File: src/rtl/avl_pkg.sv
// avl_pkg: shared widths, client IDs and the command record used by avl_arbiter.
package avl_pkg;

  localparam int AVL_ADDR_W = 26;
  localparam int AVL_DATA_W = 128;

  // Fixed client numbering of the mem_control requesters.
  typedef enum logic [1:0] {
    CL_RB1 = 2'd0,
    CL_RB2 = 2'd1,
    CL_MB  = 2'd2,
    CL_WBA = 2'd3
  } client_id_e;

  // One single-beat command as held in the DDR3-side command register.
  typedef struct packed {
    logic                  rd;
    logic                  wr;
    logic [AVL_ADDR_W-1:0] addr;
    logic [AVL_DATA_W-1:0] wdata;
  } avl_cmd_t;

endpackage

File: src/rtl/avl_arbiter_if.sv
// avl_arbiter_if: client-side request/return bus plus the DDR3 Avalon port.
// The slave modport is the arbiter's view; master is the clients/controller view.
interface avl_arbiter_if #(
  parameter int NUM_CLIENTS = 4
);
  import avl_pkg::*;

  logic [NUM_CLIENTS-1:0]                 cl_read;
  logic [NUM_CLIENTS-1:0]                 cl_write;
  logic [NUM_CLIENTS-1:0][AVL_ADDR_W-1:0] cl_address;
  logic [NUM_CLIENTS-1:0][AVL_DATA_W-1:0] cl_writedata;
  logic [NUM_CLIENTS-1:0]                 cl_wait_request_n;
  logic [AVL_DATA_W-1:0]                  cl_readdata;
  logic [NUM_CLIENTS-1:0]                 cl_readdatavalid;

  logic                  avl_burstbegin;
  logic                  avl_wait_request_n;
  logic [AVL_ADDR_W-1:0] avl_address;
  logic [AVL_DATA_W-1:0] avl_writedata;
  logic                  avl_write;
  logic                  avl_read;
  logic [AVL_DATA_W-1:0] avl_readdata;
  logic                  avl_readdatavalid;

  modport slave (
    input  cl_read, cl_write, cl_address, cl_writedata,
    input  avl_wait_request_n, avl_readdata, avl_readdatavalid,
    output cl_wait_request_n, cl_readdata, cl_readdatavalid,
    output avl_burstbegin, avl_address, avl_writedata, avl_write, avl_read
  );

  modport master (
    output cl_read, cl_write, cl_address, cl_writedata,
    output avl_wait_request_n, avl_readdata, avl_readdatavalid,
    input  cl_wait_request_n, cl_readdata, cl_readdatavalid,
    input  avl_burstbegin, avl_address, avl_writedata, avl_write, avl_read
  );

endinterface

File: src/rtl/tag_fifo.sv
// tag_fifo: in-order FIFO of client IDs for reads that are still in flight.
// A pop on empty and a push on full (without a same-cycle pop) are ignored.
module tag_fifo #(
  parameter int ID_W  = 2,
  parameter int DEPTH = 16
) (
  input  logic                   clk,
  input  logic                   rst_n,
  input  logic                   push,
  input  logic [ID_W-1:0]        push_id,
  input  logic                   pop,
  output logic [ID_W-1:0]        head_id,
  output logic                   empty,
  output logic                   full,
  output logic [$clog2(DEPTH):0] count
);
  localparam int PTR_W = $clog2(DEPTH);
  localparam int CNT_W = PTR_W + 1;

  logic [ID_W-1:0]  mem [DEPTH];
  logic [PTR_W-1:0] wr_ptr;
  logic [PTR_W-1:0] rd_ptr;
  logic             do_push;
  logic             do_pop;

  assign empty   = (count == '0);
  assign full    = (count == CNT_W'(DEPTH));
  assign do_pop  = pop && !empty;
  assign do_push = push && (!full || do_pop);
  assign head_id = mem[rd_ptr];

  // Tag storage; contents need no reset because count gates every read.
  always_ff @(posedge clk) begin
    if (do_push) mem[wr_ptr] <= push_id;
  end

  // Pointer and occupancy bookkeeping; push and pop together keep count.
  always_ff @(posedge clk or negedge rst_n) begin
    if (!rst_n) begin
      wr_ptr <= '0;
      rd_ptr <= '0;
      count  <= '0;
    end else begin
      if (do_push) wr_ptr <= wr_ptr + PTR_W'(1);
      if (do_pop)  rd_ptr <= rd_ptr + PTR_W'(1);
      case ({do_push, do_pop})
        2'b10:   count <= count + CNT_W'(1);
        2'b01:   count <= count - CNT_W'(1);
        default: count <= count;
      endcase
    end
  end

endmodule

File: src/rtl/avl_arbiter.sv
// avl_arbiter: round-robin arbiter funnelling the mem_control clients onto the
// single DDR3 Avalon port, routing each read return back to its requester.
// Note: the port named reset is active-low (low = in reset).
module avl_arbiter #(
  parameter int NUM_CLIENTS     = 4,
  parameter int MAX_OUTSTANDING = 16
) (
  input  logic         iCLK,
  input  logic         reset,
  avl_arbiter_if.slave bus,
  output logic         err
);
  import avl_pkg::*;

  localparam int ID_W  = (NUM_CLIENTS > 1) ? $clog2(NUM_CLIENTS) : 1;
  localparam int CNT_W = $clog2(MAX_OUTSTANDING) + 1;
  localparam logic [CNT_W-1:0] MAX_CNT = CNT_W'(MAX_OUTSTANDING);

  logic [ID_W-1:0]        rr_ptr;
  logic [ID_W-1:0]        winner;
  logic [ID_W-1:0]        head_id;
  logic                   grant;
  logic                   can_load;
  logic                   rd_room;
  logic                   grant_rd;
  logic                   grant_wr;
  logic                   grant_both;
  logic [NUM_CLIENTS-1:0] eligible;
  logic [NUM_CLIENTS-1:0] grant_vec;
  logic [NUM_CLIENTS-1:0] return_vec;
  logic                   cmd_valid;
  logic                   burst;
  avl_cmd_t               cmd;
  logic [CNT_W-1:0]       outstanding;
  logic [CNT_W-1:0]       fifo_count;
  logic                   unused_fifo_count;
  logic                   fifo_empty;
  logic                   fifo_full;
  logic                   pop;
  logic                   underflow;
  logic [AVL_DATA_W-1:0]  rdata_q;
  logic [NUM_CLIENTS-1:0] rvalid_q;

  // The register may take a new command when empty or when the controller
  // accepts the current one; nothing is granted while reset is held.
  assign can_load   = reset && (!cmd_valid || bus.avl_wait_request_n);
  assign rd_room    = (outstanding < MAX_CNT) && !fifo_full;
  assign grant_wr   = grant && bus.cl_write[winner];
  assign grant_rd   = grant && bus.cl_read[winner] && !bus.cl_write[winner];
  assign grant_both = grant && bus.cl_read[winner] && bus.cl_write[winner];
  assign pop        = bus.avl_readdatavalid && !fifo_empty;
  assign underflow  = bus.avl_readdatavalid && fifo_empty;

  // The FIFO occupancy mirrors outstanding; it is kept only for debug probing.
  assign unused_fifo_count = ^fifo_count;

  // Writes are always eligible; reads only while there is room to track them.
  always_comb begin
    eligible = '0;
    for (int i = 0; i < NUM_CLIENTS; i++)
      eligible[i] = bus.cl_write[i] || (bus.cl_read[i] && rd_room);
  end

  // Round-robin search starting at rr_ptr, wrapping around the client list.
  always_comb begin
    logic [ID_W-1:0] idx;
    grant  = 1'b0;
    winner = '0;
    idx    = '0;
    for (int k = 0; k < NUM_CLIENTS; k++) begin
      idx = ID_W'((int'(rr_ptr) + k) % NUM_CLIENTS);
      if (can_load && !grant && eligible[idx]) begin
        grant  = 1'b1;
        winner = idx;
      end
    end
  end

  // One-hot accept strobe to the winner and one-hot return strobe decode.
  always_comb begin
    grant_vec  = '0;
    return_vec = '0;
    if (grant) grant_vec[winner] = 1'b1;
    if (pop)   return_vec[head_id] = 1'b1;
  end

  // Command register: load on grant, drop after acceptance, hold under stall.
  always_ff @(posedge iCLK or negedge reset) begin
    if (!reset) begin
      cmd_valid <= 1'b0;
      burst     <= 1'b0;
      cmd       <= '0;
    end else if (can_load) begin
      if (grant) begin
        cmd_valid <= 1'b1;
        burst     <= 1'b1;
        cmd.rd    <= grant_rd;
        cmd.wr    <= grant_wr;
        cmd.addr  <= bus.cl_address[winner];
        cmd.wdata <= bus.cl_writedata[winner];
      end else begin
        cmd_valid <= 1'b0;
        burst     <= 1'b0;
        cmd.rd    <= 1'b0;
        cmd.wr    <= 1'b0;
      end
    end else begin
      burst <= 1'b0;
    end
  end

  // Advance the round-robin pointer past each winner.
  always_ff @(posedge iCLK or negedge reset) begin
    if (!reset)
      rr_ptr <= '0;
    else if (grant)
      rr_ptr <= (winner == ID_W'(NUM_CLIENTS - 1)) ? '0 : winner + ID_W'(1);
  end

  // Reads in flight, counted from grant until their data beat returns.
  always_ff @(posedge iCLK or negedge reset) begin
    if (!reset) begin
      outstanding <= '0;
    end else begin
      case ({grant_rd, pop})
        2'b10:   outstanding <= outstanding + CNT_W'(1);
        2'b01:   outstanding <= outstanding - CNT_W'(1);
        default: outstanding <= outstanding;
      endcase
    end
  end

  // Register each return beat and strobe the client at the FIFO head.
  always_ff @(posedge iCLK or negedge reset) begin
    if (!reset) begin
      rdata_q  <= '0;
      rvalid_q <= '0;
    end else begin
      rvalid_q <= return_vec;
      if (pop) rdata_q <= bus.avl_readdata;
    end
  end

  // Sticky error: read+write from one client, or a return with nothing pending.
  always_ff @(posedge iCLK or negedge reset) begin
    if (!reset)
      err <= 1'b0;
    else if (grant_both || underflow)
      err <= 1'b1;
  end

  tag_fifo #(
    .ID_W  (ID_W),
    .DEPTH (MAX_OUTSTANDING)
  ) u_tag_fifo (
    .clk     (iCLK),
    .rst_n   (reset),
    .push    (grant_rd),
    .push_id (winner),
    .pop     (pop),
    .head_id (head_id),
    .empty   (fifo_empty),
    .full    (fifo_full),
    .count   (fifo_count)
  );

  assign bus.cl_wait_request_n = grant_vec;
  assign bus.cl_readdata       = rdata_q;
  assign bus.cl_readdatavalid  = rvalid_q;
  assign bus.avl_burstbegin    = burst;
  assign bus.avl_address       = cmd.addr;
  assign bus.avl_writedata     = cmd.wdata;
  assign bus.avl_write         = cmd_valid && cmd.wr;
  assign bus.avl_read          = cmd_valid && cmd.rd;

endmodule

File: src/flat_wrapper.sv
// flat-port wrapper written by rule: the top's interface ports become plain ports
module avl_arbiter_flat import avl_pkg::*;
#(
  parameter int NUM_CLIENTS     = 4,
  parameter int MAX_OUTSTANDING = 16
)
  (iCLK, reset, err, bus_cl_read, bus_cl_write, bus_cl_address, bus_cl_writedata, bus_avl_wait_request_n, bus_avl_readdata, bus_avl_readdatavalid, bus_cl_wait_request_n, bus_cl_readdata, bus_cl_readdatavalid, bus_avl_burstbegin, bus_avl_address, bus_avl_writedata, bus_avl_write, bus_avl_read);
  avl_arbiter_if #(.NUM_CLIENTS(NUM_CLIENTS)) bus_i ();
  input  logic iCLK;
  input  logic reset;
  output logic err;
  input wire logic [$bits(bus_i.cl_read)-1:0] bus_cl_read;
  input wire logic [$bits(bus_i.cl_write)-1:0] bus_cl_write;
  input wire logic [$bits(bus_i.cl_address)-1:0] bus_cl_address;
  input wire logic [$bits(bus_i.cl_writedata)-1:0] bus_cl_writedata;
  input wire logic [$bits(bus_i.avl_wait_request_n)-1:0] bus_avl_wait_request_n;
  input wire logic [$bits(bus_i.avl_readdata)-1:0] bus_avl_readdata;
  input wire logic [$bits(bus_i.avl_readdatavalid)-1:0] bus_avl_readdatavalid;
  output wire logic [$bits(bus_i.cl_wait_request_n)-1:0] bus_cl_wait_request_n;
  output wire logic [$bits(bus_i.cl_readdata)-1:0] bus_cl_readdata;
  output wire logic [$bits(bus_i.cl_readdatavalid)-1:0] bus_cl_readdatavalid;
  output wire logic [$bits(bus_i.avl_burstbegin)-1:0] bus_avl_burstbegin;
  output wire logic [$bits(bus_i.avl_address)-1:0] bus_avl_address;
  output wire logic [$bits(bus_i.avl_writedata)-1:0] bus_avl_writedata;
  output wire logic [$bits(bus_i.avl_write)-1:0] bus_avl_write;
  output wire logic [$bits(bus_i.avl_read)-1:0] bus_avl_read;
  assign bus_i.cl_read = bus_cl_read;
  assign bus_i.cl_write = bus_cl_write;
  assign bus_i.cl_address = bus_cl_address;
  assign bus_i.cl_writedata = bus_cl_writedata;
  assign bus_i.avl_wait_request_n = bus_avl_wait_request_n;
  assign bus_i.avl_readdata = bus_avl_readdata;
  assign bus_i.avl_readdatavalid = bus_avl_readdatavalid;
  assign bus_cl_wait_request_n = bus_i.cl_wait_request_n;
  assign bus_cl_readdata = bus_i.cl_readdata;
  assign bus_cl_readdatavalid = bus_i.cl_readdatavalid;
  assign bus_avl_burstbegin = bus_i.avl_burstbegin;
  assign bus_avl_address = bus_i.avl_address;
  assign bus_avl_writedata = bus_i.avl_writedata;
  assign bus_avl_write = bus_i.avl_write;
  assign bus_avl_read = bus_i.avl_read;
  avl_arbiter #(.NUM_CLIENTS(NUM_CLIENTS), .MAX_OUTSTANDING(MAX_OUTSTANDING)) u_core (.iCLK(iCLK), .reset(reset), .bus(bus_i), .err(err));
endmodule
File: config.mk
export PLATFORM = sky130hd
export DESIGN_NAME = avl_arbiter_flat
export DESIGN_NICKNAME = d
export VERILOG_FILES = /design/src/rtl/avl_pkg.sv /design/src/rtl/avl_arbiter_if.sv /design/src/rtl/tag_fifo.sv /design/src/rtl/avl_arbiter.sv /design/src/flat_wrapper.sv
export SDC_FILE = /design/constraint.sdc
export NUM_CORES = 1
export LEC_CHECK = 0
export BUFFER_PORTS_ARGS = -buffer_cell sky130_fd_sc_hd__buf_4
export CAP_MARGIN = 5
export CORE_AREA = 2 2 410 412
export CTS_CLUSTER_DIAMETER = 100
export DETAILED_ROUTE_END_ITERATION = 10
export DIE_AREA = 0 0 412 414
export GPL_TIMING_DRIVEN = 0
export PLACE_DENSITY = 0.37
export SETUP_SLACK_MARGIN = 0.02
export SLEW_MARGIN = 20
export SYNTH_ARGS = -nofsm -noshare
export SYNTH_HDL_FRONTEND = slang
export SYNTH_SLANG_ARGS = --single-unit
File: constraint.sdc
create_clock -name iCLK -period 5.4 [get_ports iCLK]
set_clock_uncertainty 0.05 [all_clocks]
set_input_delay 1.08 -clock iCLK [delete_from_list [all_inputs] [get_ports iCLK]]
set_output_delay 1.08 -clock iCLK [all_outputs]
set_load 0.05 [all_outputs]
# Yosys cells after proc, flatten, opt, wreduce, memory -nomap -nowiden
# Memories as Yosys holds them, arrays and structs flattened.
# Index checks and enable logic that the tools add are counted.
[op_classes] magnitude_cmp=9 n_eq_ne=6 n_mux=38 n_reduce_logical=43 n_addsub=10
[ops] cell="$bmux W128 S2" n=1
[ops] cell="$mux W128" n=1
[ops] cell="$bmux W26 S2" n=1
[ops] cell="$mux W26" n=1
[ops] cell="$logic_and A1 B1 Y1" n=25
[ops] cell="$pmux W5 S2" n=2
[ops] cell="$lt A2 B3 Y1 const B" n=6
[ops] cell="$mux W1" n=16
[ops] cell="$bmux W1 S2" n=6
[ops] cell="$mux W2" n=6
[ops] cell="$add A5 B1 Y5 const B" n=2
[ops] cell="$sub A5 B1 Y5 const B" n=2
[ops] cell="$add A4 B1 Y4 const B" n=2
[ops] cell="$mux W4" n=2
[ops] cell="$logic_not A1 Y1" n=7
[ops] cell="$logic_or A1 B1 Y1" n=7
[ops] cell="$eq A2 B2 Y1 const B" n=3
[ops] cell="$eq A5 B5 Y1 const B" n=1
[ops] cell="$logic_not A5 Y1" n=1
[ops] cell="$lt A5 B5 Y1 const B" n=1
[ops] cell="$add A2 B1 Y2 const B" n=2
[ops] cell="$add A2 B2 Y2 const B" n=2
[ops] cell="$demux W1 S2" n=2
[ops] cell="$eq A2 B1 Y1 const B" n=2
[ops] cell="other kinds (3)" n=5
[totals] elab_cells=121 ram_bits=32 reg_bits=311 output_inout_bits=294 mem_count=1
[mem_list] memory="u_core.u_tag_fifo.mem" words=16 width=2 read_ports=1 rd_clocked_by_memory_dff=0 wr=1 line="tag_fifo.sv:20" source="logic [ID_W-1:0] mem [DEPTH];"

# Depth between registers and ports, before layout
# Gate-level depths: netlist of the first run.
[logic_depth] depth_word=28 mapped_depth=21 mapped_depth_nobuf=17

# By module
# From an unflattened synthesis of the first run, not the netlist that was laid out.
[hier_totals] cells_unflattened=1563 area_unflattened_um2=20023.0
[modules_own_cells] module="avl_arbiter" area_per_inst_um2=17843.4 instances=1 cells_per_inst=1409
[modules_own_cells] module="tag_fifo" area_per_inst_um2=2179.6 instances=1 cells_per_inst=154

# Worst setup path after synthesis of the first run
# Ideal clock, no wire load.
[synth_timing] path_type="input to output" start="in bus_cl_write[0]" end="out bus_cl_wait_request_n[3]" cell_stages=9 setup_slack_ns=0.844 path_buffers=2 t_arrival_ns=3.426 cell_sequence="mux2_2 > or4_1 > a21boi_1 > o21a_2 > o311a_1 > buf_2 > buf_2 > ha_1 > and2_1"
[synth_between] elab_chain_cells=22 word_cells_on_any_way=33 cone_classes="order compare: 2; mux: 19; reduce/logical: 12"
[synth_rtl] element="start: declaration" line="flat_wrapper.sv:13" source="input wire logic [$bits(bus_i.cl_write)-1:0] bus_cl_write;"
[synth_rtl] element="$logic_or A1 B1 Y1 *" line="avl_arbiter.sv:61" source="eligible[i] = bus.cl_write[i] || (bus.cl_read[i] && rd_room);"
[synth_rtl] element="$bmux W1 S2" line="avl_arbiter.sv:72" source="if (can_load && !grant && eligible[idx]) begin"
[synth_rtl] element="$mux W1 (implied by the code)" line="avl_arbiter.sv:72"
[synth_rtl] element="$logic_and A1 B1 Y1" line="avl_arbiter.sv:72"
[synth_rtl] element="$mux W1" line="avl_arbiter.sv:72"
[synth_rtl] element="$logic_not A1 Y1" line="avl_arbiter.sv:72"
[synth_rtl] element="$logic_and A1 B1 Y1 (2 in a row)" line="avl_arbiter.sv:72"
[synth_rtl] element="$mux W1" line="avl_arbiter.sv:72"
[synth_rtl] element="[5 not listed]"
[synth_rtl] element="$logic_and A1 B1 Y1 (2 in a row)" line="avl_arbiter.sv:72"
[synth_rtl] element="$mux W2 *" line="avl_arbiter.sv:72"
[synth_rtl] element="via u_core.u_tag_fifo.push_id[1]" line="tag_fifo.sv:10" source="input logic [ID_W-1:0] push_id,"
[synth_rtl] element="$lt A2 B3 Y1 (implied by the code) or $ge A2 B1 Y1 (tied branches)" line="avl_arbiter.sv:83" source="if (grant) grant_vec[winner] = 1'b1;"
[synth_rtl] element="$logic_and A1 B1 Y1 (implied by the code)" line="avl_arbiter.sv:83"
[synth_rtl] element="$mux W1 (implied by the code)" line="avl_arbiter.sv:83"
[synth_rtl] element="$demux W1 S2 *"
[synth_rtl] element="$mux W4 *" line="avl_arbiter.sv:83"
[synth_rtl] element="end: declaration" line="flat_wrapper.sv:19" source="output wire logic [$bits(bus_i.cl_wait_request_n)-1:0] bus_cl_wait_request_n;"
# The timed path passes the listed nets; every way through them passes the cells marked *. The select of a mux whose other input is x is not followed.

# Worst setup path in the final report of the first run
[layout_timing] start="in reset" end="out bus_cl_wait_request_n[3]"
[layout_between] elab_chain_cells=20 word_cells_on_any_way=25 cone_classes="order compare: 2; mux: 11; reduce/logical: 12"
[layout_rtl] element="start: declaration" line="flat_wrapper.sv:10" source="input logic reset;"
[layout_rtl] element="$logic_and A1 B1 Y1 *" line="avl_arbiter.sv:46" source="assign can_load = reset && (!cmd_valid || bus.avl_wait_request_n);"
[layout_rtl] element="$logic_and A1 B1 Y1" line="avl_arbiter.sv:72"
[layout_rtl] element="$mux W1" line="avl_arbiter.sv:72"
[layout_rtl] element="$logic_not A1 Y1" line="avl_arbiter.sv:72"
[layout_rtl] element="$logic_and A1 B1 Y1 (2 in a row)" line="avl_arbiter.sv:72"
[layout_rtl] element="$mux W1" line="avl_arbiter.sv:72"
[layout_rtl] element="$logic_not A1 Y1" line="avl_arbiter.sv:72"
[layout_rtl] element="$logic_and A1 B1 Y1 (2 in a row)" line="avl_arbiter.sv:72"
[layout_rtl] element="[2 not listed]"
[layout_rtl] element="$logic_and A1 B1 Y1 (2 in a row)" line="avl_arbiter.sv:72"
[layout_rtl] element="$mux W2 *" line="avl_arbiter.sv:72"
[layout_rtl] element="via u_core.u_tag_fifo.push_id[1]" line="tag_fifo.sv:10"
[layout_rtl] element="$lt A2 B3 Y1 (implied by the code) or $ge A2 B1 Y1 (tied branches)" line="avl_arbiter.sv:83"
[layout_rtl] element="$logic_and A1 B1 Y1 (implied by the code)" line="avl_arbiter.sv:83"
[layout_rtl] element="$mux W1 (implied by the code)" line="avl_arbiter.sv:83"
[layout_rtl] element="$demux W1 S2 *"
[layout_rtl] element="$mux W4 *" line="avl_arbiter.sv:83"
# The timed path passes the listed nets; every way through them passes the cells marked *.

==> results.py, run 1 <==
metrics = {
    "outcome": {
        "status": "finished clean",
    },
    "placed_design": {
        "place.detailed.hpwl_um": 106500,
        "io_buffers": 1049,
        "dpl.cell_count": 5246,
        "place_area_um2": 31050,
        "routabilityCongestion": 0.9044,
        "dp_slack_ps": -1099,
    },
    "logic_synthesis": {
        "ys_ff_latch": 343,
        "synth-edff-count": 32,
        "synth_xor_area_share_pct": 0.7769,
        "synth_fa_ha_area_share_pct": 1.085,
        "synthCells": 1989,
        "synth_top_area_share_pct": 38.35,
        "ys_types": 70,
        "yosysSeqAreaShare_pct": 43.09,
        "syn_area_um2": 20290,
        "yosysWarnings": 0,
        "synth_compound_area_share_pct": 6.191,
        "synth_area_per_cell_um2": 10.20,
        "synth-simple-area-share_pct": 12.26,
        "synth_ff_type": "dfrtp_1",
        "syn_nets": 2762,
        "synthArstFlopShare_pct": 90.67,
        "synth_mux_area_share_pct": 25.48,
        "synth_top_area_cell": "dfrtp_1",
        "yosys-top-cells-area": "dfrtp_1 (38%), mux2i_1 (15%), nand2_1 (10%)",
        "synth_top_family_by_area": "multiplexers",
    },
    "cells_and_area": {
        "design_area_um2": 32900,
        "multiInputGateArea_um2": 9308,
        "layout_commonest_cell": "buf_4",
        "final_cell_count_no_fill": 5366,
        "nNetsFinal": 3873,
        "area.growth.synth_to_final_pct": 62.12,
        "most-common-layout-cells": "buf_4 (1206), nand2_1 (550), mux2i_1 (314), dfrtp_1 (311), mux2_2 (157)",
        "n_fill_cell": 18584,
        "drive_gt1_share_pct": 49.09,
        "seq_area_um2": 8743,
        "final_core_util_pct": 19.78,
    },
    "job": {
        "max_cap_violations": 0,
    },
    "timing": {
        "maxSlewHeadroom_pct": 33.13,
        "fmax_ghz": 0.1972,
        "finalCritPeriodShare_pct": 93.92,
        "hold_viol": 0,
        "fin_tns_setup_ps": 0,
        "tightestPinTransition_ps": 975.1,
        "final-setup-viol-count": 0,
        "whs_ps": 253.7,
        "period_minus_slack_ps": 5072,
        "setup_ws_ps": 328.3,
        "maxSlewViolCount": 0,
        "rsz0062_at_grt": "no",
    },
    "setup_path": {
        "crit_path_end_kind": "output pin",
        "cpPeakStageDelay_ps": 440,
        "cp.required_ps": 4270,
        "cp.depth": 11,
        "path_cells": "buf_12, buf_16, buf_16, buf_16, o21a_1, o311a_1, buf_2, buf_4, ha_1, and2_1, buf_4",
        "start_kind": "input pin",
        "crit_type": "input pin to output pin",
        "r2r-start": "u_core.u_tag_fifo.count[0]",
        "worst-endpoint-arrival_ps": 3940,
        "reg2reg_slack_ps": 530,
        "crit_fanout": 40,
        "crit_slowest_cell": "buf_4",
        "r2r-end": "u_core.bus.avl_address[21]",
        "r2r_cells": 10,
        "setup.worst_path.end": "bus_cl_wait_request_n[3]",
        "path_buf_inv": 7,
        "crit_family": "buffers and inverters",
        "crit_start": "reset",
        "crit_path_frequent_cell": "buf_16",
    },
    "grt": {
        "antenna_found_initial": 60,
        "grt_max_degree": 78,
        "grt_remaining_overflow": 0,
        "grt_usage_pct": 14.46,
        "grt_pass1_vias": 20080,
        "grt_pass1_wl_um": 169800,
    },
    "detailed_routing": {
        "routedWlPerCell_um": 23.76,
        "drc": 0,
        "vias": 18815,
        "ant_nets": 0,
        "first_pass_iters": 4,
        "routed_wl_um": 127500,
        "via_per_inst": 3.506,
        "first_iter_violations": 877,
    },
    "die": {
        "ios": 1050,
        "design.die.area_um2": 170600,
        "core_um2": 166300,
        "die-width_um": 412,
        "initial_core_util_pct": 12.20,
        "row_count": 150,
        "die_y_um": 414,
    },
    "min_path": {
        "min_path_type": "input pin to async pin",
    },
    "clock_tree": {
        "cts_buffer_depth": 3,
        "cts_sinks": 343,
        "clk_latency_ps": 660,
        "clk_pin_slew_ps": 50,
        "htree_levels": 2,
        "postCtsHoldBufs": 0,
        "root_buffer": "clkbuf_16",
        "numCtsBuffers": 50,
        "cts_tree": "done",
    },
    "pwr": {
        "internal_power_mw": 9.134,
        "power_frac_seq_pct": 22.8,
        "power_mw": 17.04,
        "powerDensity_nw_per_um2": 517.9,
        "ir_worst_vdd_uv": 270.9,
        "combPwrFrac_pct": 57.5,
        "clkPwrFrac_pct": 19.7,
        "swShare_pct": 46.39,
        "p_leak_nw": 17.13,
        "power.switching_mw": 7.905,
    },
}
-- metal layers --
layer	up-vias	wire length (um)	share of wire, %	track usage [%]
li1	8887	-	-	-
met1	9029	47650	37	15.87
met2	711	64580	51	25.28
met3	164	11800	9.3	5.622
met4	24	3177	2.5	4.769
met5	-	312	0.24	0
-- kinds of logic after synthesis --
logic type | after synthesis
compound gates | 217
xor+xnor | 18
fa+ha+maj | 17
buf+inv | 291
flops | 343
mux | 484
simple gates | 619
-- final cells by class --
class	instances	area share (%)
inverters	15	0.2054
multi-input cells	1356	28.29
diodes	25	0.1902
repair buffers	1058	24.65
clock buffers	73	4.340
clock inverters	16	0.6770
flip-flops and latches	343	26.58
plain buffers	276	6.682
well taps	2204	8.382
-- state kept, by name (all words and copies together) (netlist names) --
register,count
u_core.u_tag_fifo.mem,32
u_core.u_tag_fifo.rd_ptr,4
u_core.err,1
u_core.cmd,2
u_core.outstanding,5
u_core.u_tag_fifo.wr_ptr,4
u_core.bus.avl_address,26
u_core.bus.cl_readdata,128
u_core.bus.avl_burstbegin,1
u_core.cmd_valid,1
u_core.bus.cl_readdatavalid,4
u_core.u_tag_fifo.count,5
u_core.bus.avl_writedata,128
u_core.rr_ptr,2
-- synth_stat cells (4+ instances only) --
cell type,number
o21ai_2,5
nor3_1,4
buf_12,33
o21ai_1,152
nor2_1,14
nand3_1,4
clkbuf_1,64
edfxtp_1,32
mux4_2,10
xnor2_1,10
dfrtp_1,311
o21ai_0,8
buf_2,22
inv_1,10
ha_1,16
buf_4,155
mux2_2,157
mux2i_1,314
and3_1,15
a21oi_1,17
and2_1,11
xor2_1,8
nand2_1,550
-- power by group through the flow --
stage / logic (mW) / registers (mW) / clock network, mW
2_1_floorplan: 5.83 / 4.47 / 0
3_3_place_gp: 9.92 / 3.91 / 0
3_5_place_dp: 9.94 / 3.92 / 0
4_1_cts: 10.0 / 3.89 / 3.52
5_1_grt: 10.4 / 3.99 / 3.62
6_report: 9.79 / 3.88 / 3.36
-- how the worst min path moves through the flow --
stage | depth (start not counted) | slack (ps) | start | end
floorplan | 1 | 390 | u_core.cmd[155] | u_core.cmd[155]
global placement | 1 | 410 | u_core.cmd[155] | u_core.cmd[155]
detailed placement | 1 | 410 | u_core.cmd[155] | u_core.cmd[155]
CTS | 1 | 210 | reset | u_core.bus.cl_readdata[52]
global route | 1 | 210 | reset | u_core.bus.cl_readdata[52]
finish | 1 | 250 | reset | u_core.bus.cl_readdata[52]
-- what timing repair did --
item,CTS,global route
endpoints found under the setup margin,54,3
pin swaps,2,0
resized for setup,4,2
gates cloned,4,0
buffers inserted,2,0
-- worst register-to-register path, stage by stage, from the launching register on --
cell      delay [ps]
dfrtp_1          460
or4_4            600
o211a_1          290
nor2_1           100
a31o_2           520
buf_2            500
buf_2            560
clkbuf_2         640
clkbuf_1         800
nand2_1          120
o21ai_1          100
Note: power is estimated with default switching activity, not from simulation.
==> inputs of run 2 (changes only) <==
--- a/config.mk
+++ b/config.mk
@@ -13,6 +13,7 @@
 export DIE_AREA = 0 0 412 414
 export GPL_TIMING_DRIVEN = 0
 export PLACE_DENSITY = 0.37
+export RECOVER_POWER = 50
 export SETUP_SLACK_MARGIN = 0.02
 export SLEW_MARGIN = 20
 export SYNTH_ARGS = -nofsm -noshare
==> constraint.sdc (replaced) <==
create_clock -name iCLK -period 5.4 [get_ports iCLK]
set_clock_uncertainty 0.05 [all_clocks]
set_input_delay 0.54 -clock iCLK [delete_from_list [all_inputs] [get_ports iCLK]]
set_output_delay 0.54 -clock iCLK [all_outputs]
set_load 0.05 [all_outputs]
==> results.py, run 2 (synthesis results as in run 1) <==
metrics = {
    "cells_and_area": {
        "final_core_util_pct": 19.98,
        "multiInputGateArea_um2": 9301,
        "nNetsFinal": 3987,
        "area.growth.synth_to_final_pct": 63.76,
        "layout_commonest_cell": "buf_4",
        "most-common-layout-cells": "buf_4 (1018), nand2_1 (550), mux2i_1 (314), dfrtp_1 (311), clkbuf_1 (265)",
        "drive_gt1_share_pct": 41.53,
        "n_fill_cell": 18676,
        "final_cell_count_no_fill": 5479,
        "seq_area_um2": 8743,
    },
    "pwr": {
        "ir_worst_vdd_uv": 269.8,
        "power_mw": 16.78,
        "p_leak_nw": 16.84,
        "powerDensity_nw_per_um2": 505.0,
    },
    "setup_path": {
        "crit_path_frequent_cell": "buf_16",
        "worst-endpoint-arrival_ps": 5570,
        "path_cells": "dlygate4sd3_1, buf_8, buf_16, buf_16, buf_16, o21ai_1, a31o_2, buf_2, buf_2, clkbuf_2, clkbuf_1, nand2_1, o21ai_1",
        "start_kind": "input pin",
        "crit_fanout": 77,
        "cp.required_ps": 5910,
        "cpPeakStageDelay_ps": 640,
        "crit_slowest_cell": "clkbuf_1",
        "crit_path_end_kind": "flip-flop",
        "crit_type": "input pin to flip-flop",
    },
    "detailed_routing": {
        "routedWlPerCell_um": 23.45,
        "ant_nets": 0,
        "via_per_inst": 3.513,
        "vias": 19247,
        "routed_wl_um": 128500,
        "first_iter_violations": 896,
        "drc": 0,
        "first_pass_iters": 5,
    },
    "clock_tree": {
        "htree_levels": 2,
        "numCtsBuffers": 50,
        "clk_pin_slew_ps": 50,
        "cts_sinks": 343,
        "clk_latency_ps": 650,
        "cts_tree": "done",
        "cts_buffer_depth": 3,
        "root_buffer": "clkbuf_16",
    },
    "die": {
        "row_count": 150,
        "die-width_um": 412,
        "core_um2": 166300,
        "die_y_um": 414,
        "design.die.area_um2": 170600,
        "ios": 1050,
        "initial_core_util_pct": 12.20,
    },
    "outcome": {
        "status": "complete, but fails checks",
        "violations": "max-capacitance violations, max-slew violations",
    },
    "grt": {
        "grt_usage_pct": 14.54,
        "grt_pass1_vias": 20500,
        "antenna_found_initial": 60,
        "grt_max_degree": 78,
        "grt_remaining_overflow": 0,
        "grt_pass1_wl_um": 171200,
    },
    "placed_design": {
        "io_buffers": 1049,
        "dpl.cell_count": 5246,
        "routabilityCongestion": 0.9044,
        "place.detailed.hpwl_um": 106500,
    },
    "timing": {
        "finalCritPeriodShare_pct": 93.70,
        "maxSlewViolCount": 150,
        "hold_viol": 0,
        "final-setup-viol-count": 0,
        "fmax_ghz": 0.1976,
        "period_minus_slack_ps": 5060,
        "rsz0062_at_grt": "no",
        "tightestPinTransition_ps": 3528,
        "whs_ps": 77.40,
        "maxSlewHeadroom_pct": -135.2,
    },
    "min_path": {
        "min_path_type": "input pin to flip-flop",
    },
    "job": {
        "max_cap_violations": 4,
    },
}
==> run 2: final timing paths <==
path	start	endpoint	slack, ps	depth (start not counted)
min reg2reg	u_core.cmd[155]	u_core.cmd[155]	420	1
min in group asynchronous	reset	u_core.bus.cl_readdata[87]	570	4
max in group asynchronous	reset	u_core.bus.avl_writedata[58]	1340	4
max reg2reg	u_core.u_tag_fifo.count[0]	u_core.bus.avl_writedata[60]	630	10
min	bus_avl_readdata[23]	u_core.bus.cl_readdata[23]	80	3
max	reset	u_core.bus.avl_writedata[60]	340	13
==> run 2: critical path, delay by kind of cell <==
family	cells	cell delay, ps
and+or+nand+nor	1	110
buffers and inverters	9	3630
AOI/OAI and AO/OA	3	1030
==> run 2: cell type report <==
class / instances / area share, %
multi-input cells: 1356 / 27.99
plain buffers: 276 / 6.615
well taps: 2204 / 8.298
inverters: 15 / 0.2033
clock inverters: 16 / 0.6702
flip-flops and latches: 343 / 26.31
diodes: 24 / 0.1807
repair buffers: 1172 / 25.43
clock buffers: 73 / 4.296
==> run 2: layer usage <==
metal  up-vias  GRT usage (%)  share of wire (%)  routed length, um
met5         -              0               0.24                312
met4        24          4.806                2.7               3517
met3       173          5.516                8.3              10720
met2       688          25.45                 50              64570
met1      9241          16.00                 38              49350
li1       9121              -                  -                  -
==> run 2: power breakdown <==
| part | switching, mW | internal, mW |
|---|---|---|
| Combinational | 6.02 | 3.51 |
| Clock | 1.43 | 1.94 |
| Sequential | 0.485 | 3.40 |
==> run 2: repair_timing <==
item | CTS | global route
hold buffers | 117 | 0
endpoints found under the setup margin | 0 | 24
resized for setup | 0 | 8
setup buffers | 0 | 2
endpoints found under the hold margin | 143 | 0
==> run 2: stage by stage <==
stage	TNS, ps	setup WS [ps]	instance area [um2]
after floorplan	0	1436	20290
after global placement	-774090	-4116	30920
after detailed placement	-14870	-558.7	31050
after CTS	0	103.9	33960
after global routing	0	98.21	33210
final	0	340.0	33230
